--- src/rtl/sprite_blitter_if.sv ---
// Host, sprite-ROM and frame-buffer signals of the sprite blitter.
// The blitter uses the master view; the host/memory side uses the slave view.
interface sprite_blitter_if;
    logic        start;
    logic [9:0]  pos_x;
    logic [9:0]  pos_y;
    logic        busy;
    logic        done;
    logic [10:0] rom_addr;
    logic [4:0]  rom_q;
    logic [16:0] fb_addr;
    logic [4:0]  fb_data;
    logic        fb_we;
    logic        fb_ready;

    modport master (
        input  start, pos_x, pos_y, rom_q, fb_ready,
        output busy, done, rom_addr, fb_addr, fb_data, fb_we
    );

    modport slave (
        output start, pos_x, pos_y, rom_q, fb_ready,
        input  busy, done, rom_addr, fb_addr, fb_data, fb_we
    );
endinterface

--- src/rtl/sprite_blitter.sv ---
// Walks one sprite in raster order, reading palette indices from a synchronous ROM
// and writing the visible, non-transparent ones into the frame buffer.
module sprite_blitter #(
    parameter int         SPR_W  = 21,
    parameter int         SPR_H  = 45,
    parameter int         FB_W   = 320,
    parameter int         FB_H   = 240,
    parameter logic [4:0] TRANSP = 5'd0
) (
    input  logic                 Clk,
    input  logic                 Reset,
    sprite_blitter_if.master     bus
);
    localparam int SX_W = $clog2(SPR_W);
    localparam int SY_W = $clog2(SPR_H);

    typedef enum logic [2:0] {S_IDLE, S_FETCH, S_LATCH, S_WRITE, S_DONE} state_t;

    state_t          r_state, w_state_nxt;
    logic [SX_W-1:0] r_sx;
    logic [SY_W-1:0] r_sy;
    logic [9:0]      r_px, r_py;
    logic [4:0]      r_pix;
    logic            w_adv, w_last, w_clip;
    logic [10:0]     w_x, w_y;

    // Screen coordinates carry an extra bit so off-screen pixels clip instead of wrapping.
    assign w_x    = {1'b0, r_px} + 11'(r_sx);
    assign w_y    = {1'b0, r_py} + 11'(r_sy);
    assign w_clip = (w_x >= 11'(FB_W)) || (w_y >= 11'(FB_H));
    assign w_last = (r_sx == SX_W'(SPR_W-1)) && (r_sy == SY_W'(SPR_H-1));

    always_comb begin
        w_state_nxt = r_state;
        w_adv       = 1'b0;
        case (r_state)
            S_IDLE:  if (bus.start) w_state_nxt = S_FETCH;
            S_FETCH: if (w_clip) w_adv = 1'b1; else w_state_nxt = S_LATCH;
            S_LATCH: if (bus.rom_q == TRANSP) w_adv = 1'b1; else w_state_nxt = S_WRITE;
            S_WRITE: if (bus.fb_ready) w_adv = 1'b1;
            S_DONE:  w_state_nxt = S_IDLE;
            default: w_state_nxt = S_IDLE;
        endcase
        if (w_adv) w_state_nxt = w_last ? S_DONE : S_FETCH;
    end

    always_ff @(posedge Clk or posedge Reset) begin
        if (Reset) r_state <= S_IDLE;
        else       r_state <= w_state_nxt;
    end

    always_ff @(posedge Clk or posedge Reset) begin
        if (Reset) begin
            r_sx  <= '0;
            r_sy  <= '0;
            r_px  <= '0;
            r_py  <= '0;
            r_pix <= '0;
        end else begin
            if (r_state == S_IDLE && bus.start) begin
                r_px <= bus.pos_x;
                r_py <= bus.pos_y;
                r_sx <= '0;
                r_sy <= '0;
            end
            if (r_state == S_LATCH) r_pix <= bus.rom_q;
            if (w_adv) begin
                if (r_sx == SX_W'(SPR_W-1)) begin
                    r_sx <= '0;
                    r_sy <= w_last ? '0 : r_sy + 1'b1;
                end else begin
                    r_sx <= r_sx + 1'b1;
                end
            end
        end
    end

    assign bus.busy     = (r_state == S_FETCH) || (r_state == S_LATCH) || (r_state == S_WRITE);
    assign bus.done     = (r_state == S_DONE);
    assign bus.fb_we    = (r_state == S_WRITE);
    assign bus.fb_data  = r_pix;
    assign bus.rom_addr = 11'(r_sy) * 11'(SPR_W) + 11'(r_sx);
    assign bus.fb_addr  = 17'(w_y) * 17'(FB_W) + 17'(w_x);
endmodule

--- src/flat_wrapper.sv ---
// flat-port wrapper written by rule: the top's interface ports become plain ports
module sprite_blitter_flat 
#(
    parameter int         SPR_W  = 21,
    parameter int         SPR_H  = 45,
    parameter int         FB_W   = 320,
    parameter int         FB_H   = 240,
    parameter logic [4:0] TRANSP = 5'd0
)
  (Clk, Reset, bus_start, bus_pos_x, bus_pos_y, bus_rom_q, bus_fb_ready, bus_busy, bus_done, bus_rom_addr, bus_fb_addr, bus_fb_data, bus_fb_we);
  sprite_blitter_if bus_i ();
  input  logic Clk;
  input  logic Reset;
  input wire logic [$bits(bus_i.start)-1:0] bus_start;
  input wire logic [$bits(bus_i.pos_x)-1:0] bus_pos_x;
  input wire logic [$bits(bus_i.pos_y)-1:0] bus_pos_y;
  input wire logic [$bits(bus_i.rom_q)-1:0] bus_rom_q;
  input wire logic [$bits(bus_i.fb_ready)-1:0] bus_fb_ready;
  output wire logic [$bits(bus_i.busy)-1:0] bus_busy;
  output wire logic [$bits(bus_i.done)-1:0] bus_done;
  output wire logic [$bits(bus_i.rom_addr)-1:0] bus_rom_addr;
  output wire logic [$bits(bus_i.fb_addr)-1:0] bus_fb_addr;
  output wire logic [$bits(bus_i.fb_data)-1:0] bus_fb_data;
  output wire logic [$bits(bus_i.fb_we)-1:0] bus_fb_we;
  assign bus_i.start = bus_start;
  assign bus_i.pos_x = bus_pos_x;
  assign bus_i.pos_y = bus_pos_y;
  assign bus_i.rom_q = bus_rom_q;
  assign bus_i.fb_ready = bus_fb_ready;
  assign bus_busy = bus_i.busy;
  assign bus_done = bus_i.done;
  assign bus_rom_addr = bus_i.rom_addr;
  assign bus_fb_addr = bus_i.fb_addr;
  assign bus_fb_data = bus_i.fb_data;
  assign bus_fb_we = bus_i.fb_we;
  sprite_blitter #(.SPR_W(SPR_W), .SPR_H(SPR_H), .FB_W(FB_W), .FB_H(FB_H), .TRANSP(TRANSP)) u_core (.Clk(Clk), .Reset(Reset), .bus(bus_i));
endmodule
--- config.mk ---
export PLATFORM = sky130hd
export DESIGN_NAME = sprite_blitter_flat
export DESIGN_NICKNAME = d
export VERILOG_FILES = /design/src/rtl/sprite_blitter_if.sv /design/src/rtl/sprite_blitter.sv /design/src/flat_wrapper.sv
export SDC_FILE = /design/constraint.sdc
export NUM_CORES = 1
export LEC_CHECK = 0
export BUFFER_PORTS_ARGS = -buffer_cell sky130_fd_sc_hd__buf_2
export CORE_MARGIN = 2
export CORE_UTILIZATION = 32
export DETAILED_ROUTE_END_ITERATION = 6
export MAX_ROUTING_LAYER = met4
export SLEW_MARGIN = 15
export SYNTH_ARGS = -nofsm -noshare
export SYNTH_HDL_FRONTEND = slang
export SYNTH_SLANG_ARGS = --single-unit
--- constraint.sdc ---
create_clock -name Clk -period 9.7 [get_ports Clk]
set_input_delay 0.485 -clock Clk [delete_from_list [all_inputs] [get_ports Clk]]
set_output_delay 0.485 -clock Clk [all_outputs]
set_load 0.005 [all_outputs]
======== Yosys cells after proc, flatten, opt, wreduce, memory -nomap -nowiden ========
Index checks and enable logic that the tools add are counted.
operators by class
  add/sub/neg operators ................... 6
  multiply operators ...................... 2
  $lt $le $gt $ge ......................... 2
  eq/ne operators ......................... 10
  muxes and demuxes ....................... 17
  reductions and logical operators ........ 9
operators with widths
  kind                     number
  $mux W6                  4
  $add A17 B11 Y17         1
  $mux W3                  5
  $mux W5                  3
  $pmux W3 S4              1
  $add A10 B5 Y11          1
  $add A10 B6 Y11          1
  $add A11 B5 Y11          1
  $ge A11 B8 Y1 const B    1
  $ge A11 B9 Y1 const B    1
  $mul A11 B3 Y11 const B  1
  $mul A6 B5 Y11 const B   1
  $ne A3 B2 Y1 const B     3
  $add A6 B1 Y6 const B    1
  $eq A3 B2 Y1 const B     2
  $eq A6 B6 Y1 const B     1
  $add A5 B1 Y5 const B    1
  $eq A5 B5 Y1 const B     1
  $logic_not A5 Y1         1
  $reduce_and A4 Y1        1
  $eq A3 B1 Y1 const B     1
  $eq A3 B3 Y1 const B     1
  $logic_not A3 Y1         1
  $logic_or A1 B1 Y1       3
  other kinds (5)          8
storage, ports and cells
  flip-flop bits (word level) ............. 39
  output and inout bits ................... 36
  word-level logic and storage cells ...... 52

======== Logic depth before layout (Yosys ltp) ========
  depth after elaboration ................. 7
  depth in mapped cells ................... 17

======== Least setup slack after synthesis ========
Ideal clock, no wire load.
  kind .................................... flip-flop to output port
  from .................................... reg u_core.r_sy[0]
  to ...................................... out bus_fb_addr[16]
  arrival time ............................ 3.676 ns
  required time ........................... 9.215 ns
  setup slack ............................. 5.539 ns
  stages on the path, launching flop included .. 17
  buffers on the path ..................... 0
  cell sequence ........................... dfrtp_1 -> ha_1 -> inv_1 -> fa_1 -> nand2b_1 -> a21oi_1 -> xnor2_1 -> ha_1 -> inv_1 -> fa_1 -> inv_1 -> ha_1 -> a21o_1 -> nand2_1 -> nor3_1 -> nand3_1 -> xnor3_1
on the way
  longest elaborated chain between the ends .. 3
RTL lines
  what                    RTL line              text
  start, declared         sprite_blitter.sv:21  logic [SY_W-1:0] r_sy;
  start signal, assigned  sprite_blitter.sv:70  r_sy <= w_last ? '0 : r_sy + 1'b1;
  $add A10 B6 Y11         sprite_blitter.sv:29  assign w_y = {1'b0, r_py} + 11'(r_sy);
  $mul A11 B3 Y11         sprite_blitter.sv:83  assign bus.fb_addr = 17'(w_y) * 17'(FB_W) + 17'(w_x);
  $add A17 B11 Y17        sprite_blitter.sv:83
  end, declared           flat_wrapper.sv:22    output wire logic [$bits(bus_i.fb_addr)-1:0] bus_fb_addr;
No other way between the ends.

======== Worst setup path after layout ========
Same ends and word-level chain as after synthesis.

==> key figures <==
STA
  – Tcrit/Tclk final: 0.507
  – RSZ-0062 raised after global routing: no
  – Minimum clock period: a little under 5 ns
  – Setup TNS: 0 ns
  – Final Slew Violations: 0
  – Final hold violation count: 0
  – Slew margin rel.: 0.653
  – Skew final: ~0.0066 ns
  – Final setup viols: 0
  – Least-Margin Pin Slew: 0.520 ns
  – Highest clock rate: 203 MHz

Worst setup path
  – Crit path launch type: flip-flop
  – Reg2Reg Depth: 10
  – Crit Path Class: flip-flop to primary output
  – CP required: between 9 and 10 ns
  – R2R setup slack: around 6.3 ns
  – Worst-path cell chain: ha_1 -> inv_1 -> fa_1 -> nand2b_1 -> a21oi_1 -> xnor2_1 -> ha_1 -> inv_1 -> fa_1 -> inv_1 -> ha_1 -> a21o_1 -> nand2_1 -> nor3_1 -> nand3_1 -> xnor3_1 -> buf_2
  – Worst-path fanout max: 9
  – Reg-to-reg endpoint: u_core.r_sy[5]$_DFF_PP0_
  – Reg-to-Reg Start: u_core.r_sx[0]$_DFFE_PP0P_
  – CP Capture Type: primary output
  – CP Launch Point: u_core.r_sy[0]$_DFF_PP0_
  – CP Data Arrival Time: ~4.4 ns
  – CP max stage delay: around 0.53 ns
  – Slowest CP cell: fa_1

Floorplan
  – I/O Pins: between 60 and 70
  – Die ar.: roughly 13000 um2
  – Initial Util: 0.325
  – Core Box Area: 11900 um2
  – Rows: 40
  – Chip height: about 110 um
  – Die X: roughly 110 um

Cells and area
  – Layout Utilization: 0.382
  – Layout cells sized above 1: 0.240
  – # diodes: 0
  – Fillers: ~1200
  – Layout Nets: roughly 570
  – Post-route cell area: between 4000 and 5000 um2
  – Most frequent cells in the layout: 64 x ha_1, 64 x buf_2, 48 x inv_1
  – Area grow syn2layout: 17.7%

Routing
  – WL/cell: roughly 13 um
  – Via count: slightly above 3000
  – Post-Route WL: between 7 and 8 mm
  – DRT Pass-1 Iters: 4
  – Violation count after the first detailed-route iteration: 83
  – Antenna-violating nets left: 0
  – Drt drc: 0
  – Via density: about 4.9

Logic synthesis
  – Register area share after synthesis: 0.253
  – Unique cell type count in the Yosys netlist: 53
  – Mapped Nets: approximately 500
  – Post-synth top flop: dfrtp_1
  – Ys Warns: 0
  – Cells after Synth: ~400
  – Async set-or-reset flop fraction in the synthesized netlist: 1.00
  – Synth Register Bits: 39
  – Cell Area, Synth: around 3800 um2
  – Number of synthesized flops with an enable pin: 0
  – Synth Area per Inst: 9.60 um2

Power
  – Maximum VDD drop: ~150 uV
  – Leak pwr: roughly 0.0023 uW
  – PD cells: between 400 and 500 nW/um2

Clock network
  – CTS tree: yes
  – TritonCTS Buffers: 5
  – Hold buffers post-CTS: 0
  – Cts repair resizes: 0
  – Root Buffer: clkbuf_16
  – Clk buf depth: 2
  – # clock sinks: 39
  – Worst-path clk slew: approximately 0.060 ns
  – H-tree depth: 2
  – Clk_lat worst skew: ~0.29 ns
  – Post-CTS setup buffers: 0

GRT
  – First-pass GRT wire length: approximately 14 mm
  – Number of global-route vias before repair: ~3100
  – Antenna violations before repair: 0
  – Grt ovf: 0
  – All-Layer GR Usage: 0.134
  – Largest net degree at the start of global routing: 40

Placement
  – Post-DP HPWL: between 6 and 7 mm
  – Placed Instance Area: around 4300 um2
  – IO Port Bufs: 64
  – Routability cong.: just over 0.8

Worst hold path
  – Worst hold path class: input port to async pin

Job
  – Max-cap viol count: 0

Run status
  – Outcome: finished, final reports clean
[critical path, delay by kind of cell, from the launching register on]
| family | cells | cell delay (ns) |
|---|---|---|
| compound gates | 2 | 0.28 |
| flops | 1 | 0.52 |
| xor+xnor | 2 | 0.48 |
| fa+ha+maj | 5 | 1.82 |
| simple gates | 4 | 0.74 |
| buf+inv | 4 | 0.31 |
[registers in the layout (all words and copies together), names as in the netlist]
signal	flops
u_core.r_px	10
u_core.r_py	10
u_core.r_sy	6
u_core.bus.fb_data	5
u_core.r_sx	5
u_core.r_state	3
[per-layer routing]
metal	vias to the layer above	share of wire	global-route usage
li1	1533	-	-
met1	1425	0.49	0.173
met2	60	0.46	0.223
met3	13	0.039	0.0228
met4	0	0.012	0.0301
met5	-	0	-
[synthesized netlist by cell type (2+ instances only)]
cell | instances | area (um2)
o31ai_1 | 2 | 15.0
nor2b_1 | 2 | 12.5
nand2_1 | 18 | 67.6
inv_1 | 48 | 180
or2_2 | 4 | 25.0
clkbuf_1 | 6 | 22.5
nor3b_1 | 4 | 30.0
a21oi_1 | 22 | 110
o21ai_0 | 7 | 35.0
xor2_1 | 12 | 105
nor3_1 | 7 | 35.0
o211a_1 | 2 | 20.0
nor2_1 | 23 | 86.3
o21bai_1 | 8 | 60.1
fa_1 | 9 | 180
a211oi_1 | 4 | 30.0
nand2b_1 | 3 | 18.8
and3_1 | 5 | 31.3
a22o_1 | 4 | 35.0
a21o_1 | 10 | 75.1
a31oi_1 | 3 | 18.8
dfrtp_1 | 39 | 976
ha_1 | 64 | 801
and2_1 | 2 | 12.5
nand3_1 | 11 | 55.1
a221o_1 | 3 | 30.0
buf_2 | 2 | 10.0
xnor2_1 | 26 | 228
mux2_2 | 25 | 282
o21a_1 | 3 | 22.5
[worst max-delay path by stage]
stage                            endpoint  slack, ns  cells past startpoint
after floorplan           bus_fb_addr[16]       5.54                     16
after global placement    bus_fb_addr[16]       5.15                     17
after detailed placement  bus_fb_addr[16]       5.07                     17
after CTS                 bus_fb_addr[16]       4.74                     17
after global routing      bus_fb_addr[16]       4.45                     17
final                     bus_fb_addr[16]       4.78                     17
[per-stage QoR]
step	power [uW]	hold slack, ns	cells	setup WS, ns
2_1_floorplan	1230	0.487	401	5.54
3_3_place_gp	1630	0.490	605	5.15
3_5_place_dp	1650	0.500	605	5.07
4_1_cts	1880	0.337	613	4.74
5_1_grt	2050	0.363	613	4.45
6_report	1850	0.299	613	4.78
[cell type report]
| type | count | area, um2 | area share |
|---|---|---|---|
| inverter | 48 | 180 | 0.0398 |
| multi-input combinational | 305 | 2660 | 0.587 |
| timing repair buffer | 66 | 335 | 0.0740 |
| sequential | 39 | 976 | 0.215 |
| clock buffer | 5 | 125 | 0.0276 |
| clock inverter | 3 | 71.3 | 0.0157 |
| tap | 147 | 184 | 0.0406 |
[cell families after synthesis]
| family | synth area share |
|---|---|
| compound gates | 0.146 |
| mux | 0.0757 |
| flops | 0.253 |
| fa+ha+maj | 0.255 |
| simple gates | 0.120 |
| xor+xnor | 0.0923 |
| buf+inv | 0.0582 |
[where the power goes]
part	leakage (uW)	switching [uW]	internal (uW)	total [uW]
Clock	0.0000959	74.8	149	224
Sequential	0.000481	90.4	232	323
Combinational	0.00177	652	648	1300
Total	0.00235	817	1030	1850
Power figures use the tool's default switching activity.
